$ cat src/rtl/vga_pkg.sv
// Screen geometry, sprite sizes and point-FSM types shared by the VGA game blocks.
package vga_pkg;

  localparam int unsigned HOR_PIXELS  = 1024;
  localparam int unsigned VER_PIXELS  = 768;
  localparam int unsigned POINT_SIZE  = 8;
  localparam int unsigned PLAYER_SIZE = 16;
  localparam int unsigned POS_W       = 10;
  localparam int unsigned DIST_W      = 11;

  localparam logic [POS_W-1:0] POINT_FALLBACK_X = POS_W'(HOR_PIXELS / 2);
  localparam logic [POS_W-1:0] POINT_FALLBACK_Y = POS_W'(VER_PIXELS / 4);

  typedef enum logic [1:0] {SPAWN, ACTIVE, COLLECTED, COOLDOWN} point_state_t;

  // Absolute difference without wrap: compare first, then subtract the smaller operand.
  function automatic logic [DIST_W-1:0] abs_diff(input logic [POS_W-1:0] a,
                                                 input logic [POS_W-1:0] b);
    if (a >= b) return DIST_W'(a) - DIST_W'(b);
    else        return DIST_W'(b) - DIST_W'(a);
  endfunction

endpackage

$ cat src/rtl/lfsr16.sv
// Free-running 16-bit Fibonacci LFSR, taps 16,14,13,11.
module lfsr16 #(
  parameter logic [15:0] SEED = 16'hACE1
) (
  input  logic        clk,
  input  logic        rst_n,
  output logic [15:0] q
);

  logic [15:0] lfsr_q;
  logic [15:0] lfsr_d;

  always_comb begin
    lfsr_d = {lfsr_q[14:0], lfsr_q[15] ^ lfsr_q[13] ^ lfsr_q[12] ^ lfsr_q[10]};
  end

  always_ff @(posedge clk or negedge rst_n) begin
    if (!rst_n) lfsr_q <= SEED;
    else        lfsr_q <= lfsr_d;
  end

  assign q = lfsr_q;

endmodule

$ cat src/rtl/point_spawn_ctrl.sv
// Collectible point lifecycle: spawn at a random legal spot, wait for the player,
// count the collection, cool down, respawn.
module point_spawn_ctrl
  import vga_pkg::*;
#(
  parameter logic [15:0] LFSR_SEED     = 16'hACE1,
  parameter int unsigned MAX_TRIES     = 8,
  parameter int unsigned RESPAWN_DELAY = 60,
  parameter int unsigned SPAWN_MARGIN  = 16,
  parameter int unsigned SCORE_W       = 16
) (
  input  logic               clk,
  input  logic               rst_n,
  input  logic               frame_tick,
  input  logic               game_en,
  input  logic [POS_W-1:0]   player_x,
  input  logic [POS_W-1:0]   player_y,
  output logic [POS_W-1:0]   point_x,
  output logic [POS_W-1:0]   point_y,
  output logic               point_active,
  output logic               collect_pulse,
  output logic [SCORE_W-1:0] score
);

  localparam int unsigned TRY_W   = 8;
  localparam int unsigned DELAY_W = 10;
  localparam logic [POS_W-1:0]  RESET_X   = POS_W'(HOR_PIXELS / 2);
  localparam logic [POS_W-1:0]  RESET_Y   = POS_W'(VER_PIXELS / 2);
  localparam logic [POS_W-1:0]  MIN_XY    = POS_W'(POINT_SIZE);
  localparam logic [POS_W-1:0]  MAX_X     = POS_W'(HOR_PIXELS - 1 - POINT_SIZE);
  localparam logic [POS_W-1:0]  MAX_Y     = POS_W'(VER_PIXELS - 1 - POINT_SIZE);
  localparam logic [DIST_W-1:0] HIT_DIST  = DIST_W'(POINT_SIZE + PLAYER_SIZE);
  localparam logic [DIST_W:0]   SPAWN_DIST = (DIST_W + 1)'(POINT_SIZE + PLAYER_SIZE + SPAWN_MARGIN);
  localparam logic [TRY_W-1:0]   LAST_TRY   = TRY_W'(MAX_TRIES - 1);
  localparam logic [DELAY_W-1:0] LAST_DELAY = DELAY_W'(RESPAWN_DELAY - 1);

  // Assertion is immediate, release waits two clocks.
  logic [1:0] rst_sync_q;
  logic [1:0] rst_sync_d;
  logic       rst_int_n;

  always_comb rst_sync_d = {rst_sync_q[0], 1'b1};

  always_ff @(posedge clk or negedge rst_n) begin
    if (!rst_n) rst_sync_q <= 2'b00;
    else        rst_sync_q <= rst_sync_d;
  end

  assign rst_int_n = rst_sync_q[1];

  logic [15:0] lfsr;

  lfsr16 #(.SEED(LFSR_SEED)) u_lfsr (
    .clk   (clk),
    .rst_n (rst_int_n),
    .q     (lfsr)
  );

  point_state_t       state_q,        state_d;
  logic [TRY_W-1:0]   try_cnt_q,      try_cnt_d;
  logic [DELAY_W-1:0] delay_cnt_q,    delay_cnt_d;
  logic [POS_W-1:0]   point_x_q,      point_x_d;
  logic [POS_W-1:0]   point_y_q,      point_y_d;
  logic               point_active_q, point_active_d;
  logic               entry_q,        entry_d;
  logic [SCORE_W-1:0] score_q,        score_d;

  logic [POS_W-1:0]  cand_x, cand_y;
  logic [DIST_W-1:0] cand_dx, cand_dy, hit_dx, hit_dy;
  logic              cand_in_bounds, cand_near_player, cand_ok, hit;
  logic              collect_pulse_c;

  assign cand_x  = lfsr[9:0];
  assign cand_y  = lfsr[15:6];
  assign cand_dx = abs_diff(cand_x, player_x);
  assign cand_dy = abs_diff(cand_y, player_y);
  assign hit_dx  = abs_diff(point_x_q, player_x);
  assign hit_dy  = abs_diff(point_y_q, player_y);

  assign cand_in_bounds   = (cand_x >= MIN_XY) && (cand_x <= MAX_X) &&
                            (cand_y >= MIN_XY) && (cand_y <= MAX_Y);
  assign cand_near_player = ({1'b0, cand_dx} < SPAWN_DIST) && ({1'b0, cand_dy} < SPAWN_DIST);
  assign cand_ok          = cand_in_bounds && !cand_near_player;
  assign hit              = (hit_dx < HIT_DIST) && (hit_dy < HIT_DIST);

  // Next-state logic; everything holds while the game is paused.
  always_comb begin
    state_d        = state_q;
    try_cnt_d      = try_cnt_q;
    delay_cnt_d    = delay_cnt_q;
    point_x_d      = point_x_q;
    point_y_d      = point_y_q;
    point_active_d = point_active_q;
    entry_d        = entry_q;
    score_d        = score_q;
    if (game_en) begin
      case (state_q)
        SPAWN: begin
          if (cand_ok || (try_cnt_q == LAST_TRY)) begin
            point_x_d      = cand_ok ? cand_x : POINT_FALLBACK_X;
            point_y_d      = cand_ok ? cand_y : POINT_FALLBACK_Y;
            try_cnt_d      = '0;
            point_active_d = 1'b1;
            entry_d        = 1'b1;
            state_d        = ACTIVE;
          end else begin
            try_cnt_d = try_cnt_q + TRY_W'(1);
          end
        end
        ACTIVE: begin
          // A tick landing on the entry cycle is ignored.
          entry_d = 1'b0;
          if (frame_tick && !entry_q && hit) state_d = COLLECTED;
        end
        COLLECTED: begin
          if (score_q != '1) score_d = score_q + SCORE_W'(1);
          point_active_d = 1'b0;
          delay_cnt_d    = '0;
          state_d        = COOLDOWN;
        end
        COOLDOWN: begin
          if (frame_tick) begin
            if (delay_cnt_q == LAST_DELAY) begin
              delay_cnt_d = '0;
              state_d     = SPAWN;
            end else begin
              delay_cnt_d = delay_cnt_q + DELAY_W'(1);
            end
          end
        end
        default: state_d = SPAWN;
      endcase
    end
  end

  always_ff @(posedge clk or negedge rst_int_n) begin
    if (!rst_int_n) begin
      state_q        <= SPAWN;
      try_cnt_q      <= '0;
      delay_cnt_q    <= '0;
      point_x_q      <= RESET_X;
      point_y_q      <= RESET_Y;
      point_active_q <= 1'b0;
      entry_q        <= 1'b0;
      score_q        <= '0;
    end else begin
      state_q        <= state_d;
      try_cnt_q      <= try_cnt_d;
      delay_cnt_q    <= delay_cnt_d;
      point_x_q      <= point_x_d;
      point_y_q      <= point_y_d;
      point_active_q <= point_active_d;
      entry_q        <= entry_d;
      score_q        <= score_d;
    end
  end

  assign collect_pulse_c = (state_q == COLLECTED) && game_en;

  assign point_x       = point_x_q;
  assign point_y       = point_y_q;
  assign point_active  = point_active_q;
  assign collect_pulse = collect_pulse_c;
  assign score         = score_q;

endmodule

$ cat config.mk
export PLATFORM = sky130hd
export DESIGN_NAME = point_spawn_ctrl
export DESIGN_NICKNAME = d
export VERILOG_FILES = /design/src/rtl/vga_pkg.sv /design/src/rtl/lfsr16.sv /design/src/rtl/point_spawn_ctrl.sv
export SDC_FILE = /design/constraint.sdc
export NUM_CORES = 1
export LEC_CHECK = 0
export CAP_MARGIN = 10
export CORE_MARGIN = 5
export CORE_UTILIZATION = 53
export CTS_CLUSTER_DIAMETER = 30
export DETAILED_ROUTE_END_ITERATION = 10
export PLACE_DENSITY = 0.78
export SETUP_SLACK_MARGIN = 0.05
export SYNTH_ARGS = -nofsm -noshare
export SYNTH_HDL_FRONTEND = slang
export SYNTH_SLANG_ARGS = --single-unit
$ cat constraint.sdc
create_clock -name clk -period 2.33 [get_ports clk]
set_input_delay 0.466 -clock clk [delete_from_list [all_inputs] [get_ports clk]]
set_output_delay 0.466 -clock clk [all_outputs]
set_load 0.02 [all_outputs]
## After elaboration in Yosys (flattened, before gate mapping)

Cells that the tools add are included.

- Bits in registers: 76
- Input port bits: 24
- Output and inout bits: 38
- Logic and storage cells: 87

- Add/subtract/negate cells: 11
- $lt $le $gt $ge: 12
- Equality and inequality tests: 10
- Multiplexer cells: 18
- Bitwise operators: 3
- Reductions and logical operators: 23

Operators with widths:

| operator | number |
|---|---|
| 10-bit by 10-bit subtractor with 11-bit output | 8 |
| 11-bit two-way mux | 4 |
| 10-bit >= comparator | 4 |
| 10-bit two-way mux | 4 |
| 11-bit by 5-bit < comparator with 1-bit output, second input constant | 2 |
| 11-bit by 6-bit < comparator with 1-bit output, second input constant | 2 |
| 10-bit by 4-bit >= comparator with 1-bit output, second input constant | 2 |
| 10-bit <= comparator, second input constant | 2 |
| 10-bit one-hot mux with 2 select lines | 1 |
| 16-bit by 1-bit adder with 16-bit output, second input constant | 1 |
| 16-bit inequality test, second input constant | 1 |
| 3-bit AND reduction | 5 |
| 10-bit by 1-bit adder with 10-bit output, second input constant | 1 |
| 10-bit by 6-bit == test with 1-bit output, second input constant | 1 |
| 1-bit logical AND | 9 |
| 8-bit by 1-bit adder with 8-bit output, second input constant | 1 |
| 8-bit by 3-bit == test with 1-bit output, second input constant | 1 |
| 2-bit two-way mux | 4 |
| 8-bit two-way mux | 1 |
| 2-bit inequality test, second input constant | 4 |
| 2-bit one-hot mux with 4 select lines | 1 |
| 2-bit nonzero test | 3 |
| 5-bit AND reduction | 1 |
| 2-bit == test, second input constant | 2 |
| other kinds (8) | 12 |

## Longest topological paths before layout

- Word-level depth: 9
- Depth in mapped cells: 14
- Gate-level depth less buffers: 12

## By module

A second synthesis with hierarchy kept.

- Cells, all modules: 804
- Area, all modules: 6762.7 µm²

Modules (own cells, without submodules):

| module | times used | cells each | area each (µm²) | seq. area each (µm²) |
|---|---|---|---|---|
| point_spawn_ctrl | 1 | 770 | 6213.5 | 1430.1 |
| lfsr16 | 1 | 34 | 549.3 | 410.4 |

## Worst setup path before layout

OpenSTA, ideal clock, no wires.

- Kind: input -> register
- From: input player_y[5]
- To: register state_q[1]
- Library setup time: 125 ps
- Arrival time: 3151 ps
- Data required time: 2205 ps
- Setup slack: -946 ps
- Cell stages on the path: 13
- Buffers on the path: 1
- Cells stage by stage: inv_1 > ha_1 > buf_6 > and4_4 > o21a_1 > a211o_1 > a21o_1 > and3_1 > or4_1 > nor4_1 > nand4b_1 > a32o_1 > mux2_4

- Cells in the longest elaborated chain, start to end: 9
- Elaborated cells on any way between the ends: 19
- Those cells by class: add/sub: 4; order compare: 4; eq/ne: 2; mux: 2; reduce/logical: 7

RTL lines:

| what | RTL line | source |
|---|---|---|
| start: declaration | point_spawn_ctrl.sv:17 | `input logic [POS_W-1:0] player_y,` |
| 10-bit by 10-bit subtractor with 11-bit output (tied with other cells) | vga_pkg.sv:20 | `else return DIST_W'(b) - DIST_W'(a);` |
| 11-bit two-way mux | vga_pkg.sv:19 | `if (a >= b) return DIST_W'(a) - DIST_W'(b);` |
| 11-bit by 6-bit < comparator with 1-bit output | point_spawn_ctrl.sv:82 | `assign cand_near_player = ({1'b0, cand_dx} < SPAWN_DIST) && ({1'b0, cand_dy} < SPAWN_DIST);` |
| 1-bit logical AND | point_spawn_ctrl.sv:82 |  |
| 1-bit logical NOT | point_spawn_ctrl.sv:83 | `assign cand_ok = cand_in_bounds && !cand_near_player;` |
| 1-bit logical AND | point_spawn_ctrl.sv:83 |  |
| 1-bit logical OR | point_spawn_ctrl.sv:99 | `if (cand_ok \|\| (try_cnt_q == LAST_TRY)) begin` |
| 2-bit inequality test (no source line) | - |  |
| 5-bit AND reduction (no source line) (*) | - |  |
| end signal: assignment | point_spawn_ctrl.sv:147 | `state_q <= state_d;` |
| end: declaration | point_spawn_ctrl.sv:59 | `point_state_t state_q, state_d;` |

Every way passes the cells marked *; elsewhere a longest branch is shown, timed or not.
A chain may end at the register's enable or synchronous reset.

## Worst setup path after layout

- From: register u_lfsr.lfsr_q[7] (netlist: u_lfsr.q[7])
- To: register point_x_q[5] (netlist: point_x[5])

- Cells in the longest elaborated chain, start to end: 8
- Elaborated cells on any way between the ends: 23
- Those cells by class: add/sub: 4; order compare: 8; mux: 3; reduce/logical: 8

RTL lines:

| what | RTL line | source |
|---|---|---|
| start: declaration | lfsr16.sv:10 | `logic [15:0] lfsr_q;` |
| start signal: assignment | lfsr16.sv:19 | `else lfsr_q <= lfsr_d;` |
| 10-bit by 10-bit subtractor with 11-bit output (tied with other cells) | vga_pkg.sv:20 |  |
| 11-bit two-way mux | vga_pkg.sv:19 |  |
| 11-bit by 6-bit < comparator with 1-bit output | point_spawn_ctrl.sv:82 |  |
| 1-bit logical AND | point_spawn_ctrl.sv:82 |  |
| 1-bit logical NOT | point_spawn_ctrl.sv:83 |  |
| 1-bit logical AND (*) | point_spawn_ctrl.sv:83 |  |
| 1-bit logical OR | point_spawn_ctrl.sv:99 |  |
| 3-bit AND reduction (no source line) | - |  |
| end signal: assignment | point_spawn_ctrl.sv:150 | `point_x_q <= point_x_d;` |
| end: declaration | point_spawn_ctrl.sv:62 | `logic [POS_W-1:0] point_x_q, point_x_d;` |

Marked as above.

==> results.sh <==
export IMPL_setup_viol=29
export IMPL_cts_tree="done"
export IMPL_avgSynthCellArea_sq_um=8.62
export IMPL_ys_ff_latch=73
export IMPL_total_power_mw=4.56
export IMPL_ff2ff_path_depth=15
export IMPL_synth_seq_area_share=0.290
export IMPL_io_pins=62
export IMPL_hold_viol=0
export IMPL_dieArea_sq_um=14200
export IMPL_cp_arrival_ns=3.71
export IMPL_grt_ovfl_total=0
export IMPL_synth_distinct_cells=67
export IMPL_drtPass1Iterations=5
export IMPL_hp_class="reg2async"
export IMPL_critPathMaxStageDelay_ns=0.57
export IMPL_grt_max_degree=52
export IMPL_diodes=0
export IMPL_finalClockSkew_ns=0.00769
export IMPL_via_per_inst=6.11
export IMPL_rows=40
export IMPL_critical_path_class="reg2reg"
export IMPL_die_h_um=119
export IMPL_final_cell_mix="buf_4 (232), inv_1 (58), ha_1 (54)"
export IMPL_reg2reg_from="u_lfsr.q[7]"
export IMPL_vdd_drop_max_mv=0.767
export IMPL_leakagePower_nw=4.61
export IMPL_final_common_cell="buf_4"
export IMPL_post_drt_wl_per_cell_um=20.4
export IMPL_synth_edff_count=0
export IMPL_relSlewSlack=0.637
export IMPL_synthCells=735
export IMPL_slowest_stage="dfstp_2"
export IMPL_clk_insertion_delay_late_ns=0.34
export IMPL_place_congestion=0.929
export IMPL_yosys_warnings=0
export IMPL_worst_pin_slew_ns=0.545
export IMPL_ant_nets=0
export IMPL_numCtsBuffers=9
export IMPL_areaGrowthSynthToFinish_pct=61.5
export IMPL_layout_nets=1144
export IMPL_netlist_area_sq_um=6340
export IMPL_r2r_end="point_x[5]"
export IMPL_h_tree_depth=3
export IMPL_first_global_vias=7414
export IMPL_critPathLaunchType="register"
export IMPL_grt_use_total=0.322
export IMPL_drc=0
export IMPL_grt_setup_unrepaired="true"
export IMPL_r2r_setup_slack_ns=-1.12
export IMPL_crit_required_ns=2.59
export IMPL_vias=7230
export IMPL_max_freq_mhz=290
export IMPL_end_kind="register"
export IMPL_violations="negative setup slack"
export IMPL_clk_transition_reported_paths_ns=0.06
export IMPL_drt_iter0_markers=796
export IMPL_cp_cell_sequence="ha_4, buf_6, nand3b_1, nand2_2, a211o_1, a21oi_2, a21oi_2, a2111oi_4, o22ai_4, buf_6, and2_4, o21ai_4, buf_12, buf_12, a22o_1"
export IMPL_numPortBuffers=61
export IMPL_start_util=0.534
export IMPL_critPathMaxFanout=6
export IMPL_power_density_nw_per_um2=445
export IMPL_antenna_found_initial=0
export IMPL_outcome="finished with violations"
export IMPL_drv_cap=0
export IMPL_totalWireLength_mm=24.2
export IMPL_ctsHoldBuffers=0
export IMPL_ctsRootBufferMaster="clkbuf_16"
export IMPL_cts_max_path_buffers=2
export IMPL_grt_pass1_wl_mm=37.6
export IMPL_clock_sink_count=73
export IMPL_synthArstFlopShare=1.00
export IMPL_dp_hpwl_mm=15.5
export IMPL_synth_ff_type="dfrtp_1"
export IMPL_design_core_area_sq_um=11900
export IMPL_min_period_over_period=1.48
export IMPL_fin_crit_ns=3.45
export IMPL_drv_slew=0
export IMPL_synth_nets=847
export IMPL_fp_dieW_um=119
export IMPL_hold_worst_slack_ns=0.255
export IMPL_drive_above_1_share=0.428
export IMPL_fin_ws_ns=-1.12
==> repair_timing <==
action / CTS / global route
cloned: 1 / 0
gates resized for setup: 153 / 63
setup buffers: 22 / 15
endpoints found under the setup margin: 31 / 36
pin swaps: 63 / 34
==> synth_stat cells, drive strengths merged (12+ instances only) <==
library cell   n  share of area
a21oi         52          0.041
a31oi         12          0.012
nand4         14          0.014
nor3          14          0.011
xor2          17          0.023
inv           76          0.045
ha            88           0.17
xnor2         27          0.037
nand3         29          0.023
a22o          14          0.019
nor2          50          0.030
buf           20          0.020
dfrtp         62           0.24
a211oi        12          0.014
o21ai         30          0.025
nor2b         13          0.013
nand2         43          0.025
==> how the worst max path moves through the flow <==
stage                 startpoint  cells past startpoint          to
floorplan             point_y[5]                     12  state_q[1]
global placement     player_y[4]                     15  point_y[6]
detailed placement   player_y[5]                     14  point_y[6]
CTS                   point_x[7]                     11  state_q[1]
global route        u_lfsr.q[12]                     16  point_x[5]
finish               u_lfsr.q[7]                     15  point_x[5]
==> worst max-delay path: cells and delay by family (launching register included) <==
family                     cells  cell delay (ns)
AOI/OAI and AO/OA              7             1.60
adders and majority gates      1             0.22
buffers and inverters          4             0.53
DFF                            1             0.57
and+or+nand+nor                3             0.44
==> final cells by class <==
| cell class | count | area, sq um |
|---|---|---|
| clock buffer | 11 | 243 |
| clock inverter | 5 | 78.8 |
| fill | 564 | 1630 |
| inverter | 76 | 285 |
| multi-input combinational | 561 | 5010 |
| sequential | 73 | 1850 |
| tap | 147 | 184 |
| timing repair buffer | 311 | 2580 |
==> per-layer routing <==
metal  wire length [um]  up-vias  global-route usage  share of wire
li1                   -     3242                   -              -
met4               1060        0               0.130          0.044
met5                  0        -                   0              0
met3               1720      111              0.0627          0.071
met2              11700      415               0.543           0.48
met1               9740     3462               0.405           0.40
==> power by group <==
part	total (mW)	switching (mW)	internal (mW)	leakage [nW]
registers	1.52	0.136	1.38	0.930
logic	1.54	0.813	0.723	3.52
clock network	1.50	0.538	0.965	0.159
total	4.56	1.49	3.07	4.61
==> cell families (layout without fill, tap and decap cells) <==
| group | after synthesis | after routing | share of synthesized area |
|---|---|---|---|
| compound gates | 202 | 202 | 0.217 |
| buf+inv | 101 | 403 | 0.0683 |
| fa+ha+maj | 88 | 88 | 0.174 |
| xor+xnor | 44 | 44 | 0.0608 |
| flops | 73 | 73 | 0.290 |
| simple gates | 218 | 218 | 0.175 |
| mux | 8 | 8 | 0.0140 |
| other cells | 1 | 1 | 0.000592 |
==> sequential cells by signal, summed over array words and instances (netlist names) <==
register      flops
point_y           7
point_x          10
u_lfsr.q         16
point_active      1
score            16
entry_q           1
try_cnt_q         8
delay_cnt_q      10
state_q           2
rst_sync_q        2
==> metrics by stage <==
| step | std cells | area, sq um | TNS, ns | util | setup slack [ns] |
|---|---|---|---|---|---|
| final | 1184 | 10200 | -27.76 | 0.862 | -1.12 |
| after global routing | 1184 | 10200 | -30.70 | 0.862 | -1.21 |
| after CTS | 1170 | 9850 | -24.00 | 0.830 | -0.950 |
| after detailed placement | 1132 | 8720 | -47.09 | 0.735 | -1.74 |
| after global placement | 1132 | 8720 | -45.86 | 0.735 | -1.70 |
| after floorplan | 735 | 6460 | -15.56 | - | -0.733 |
(Power assumes the default switching activity.)
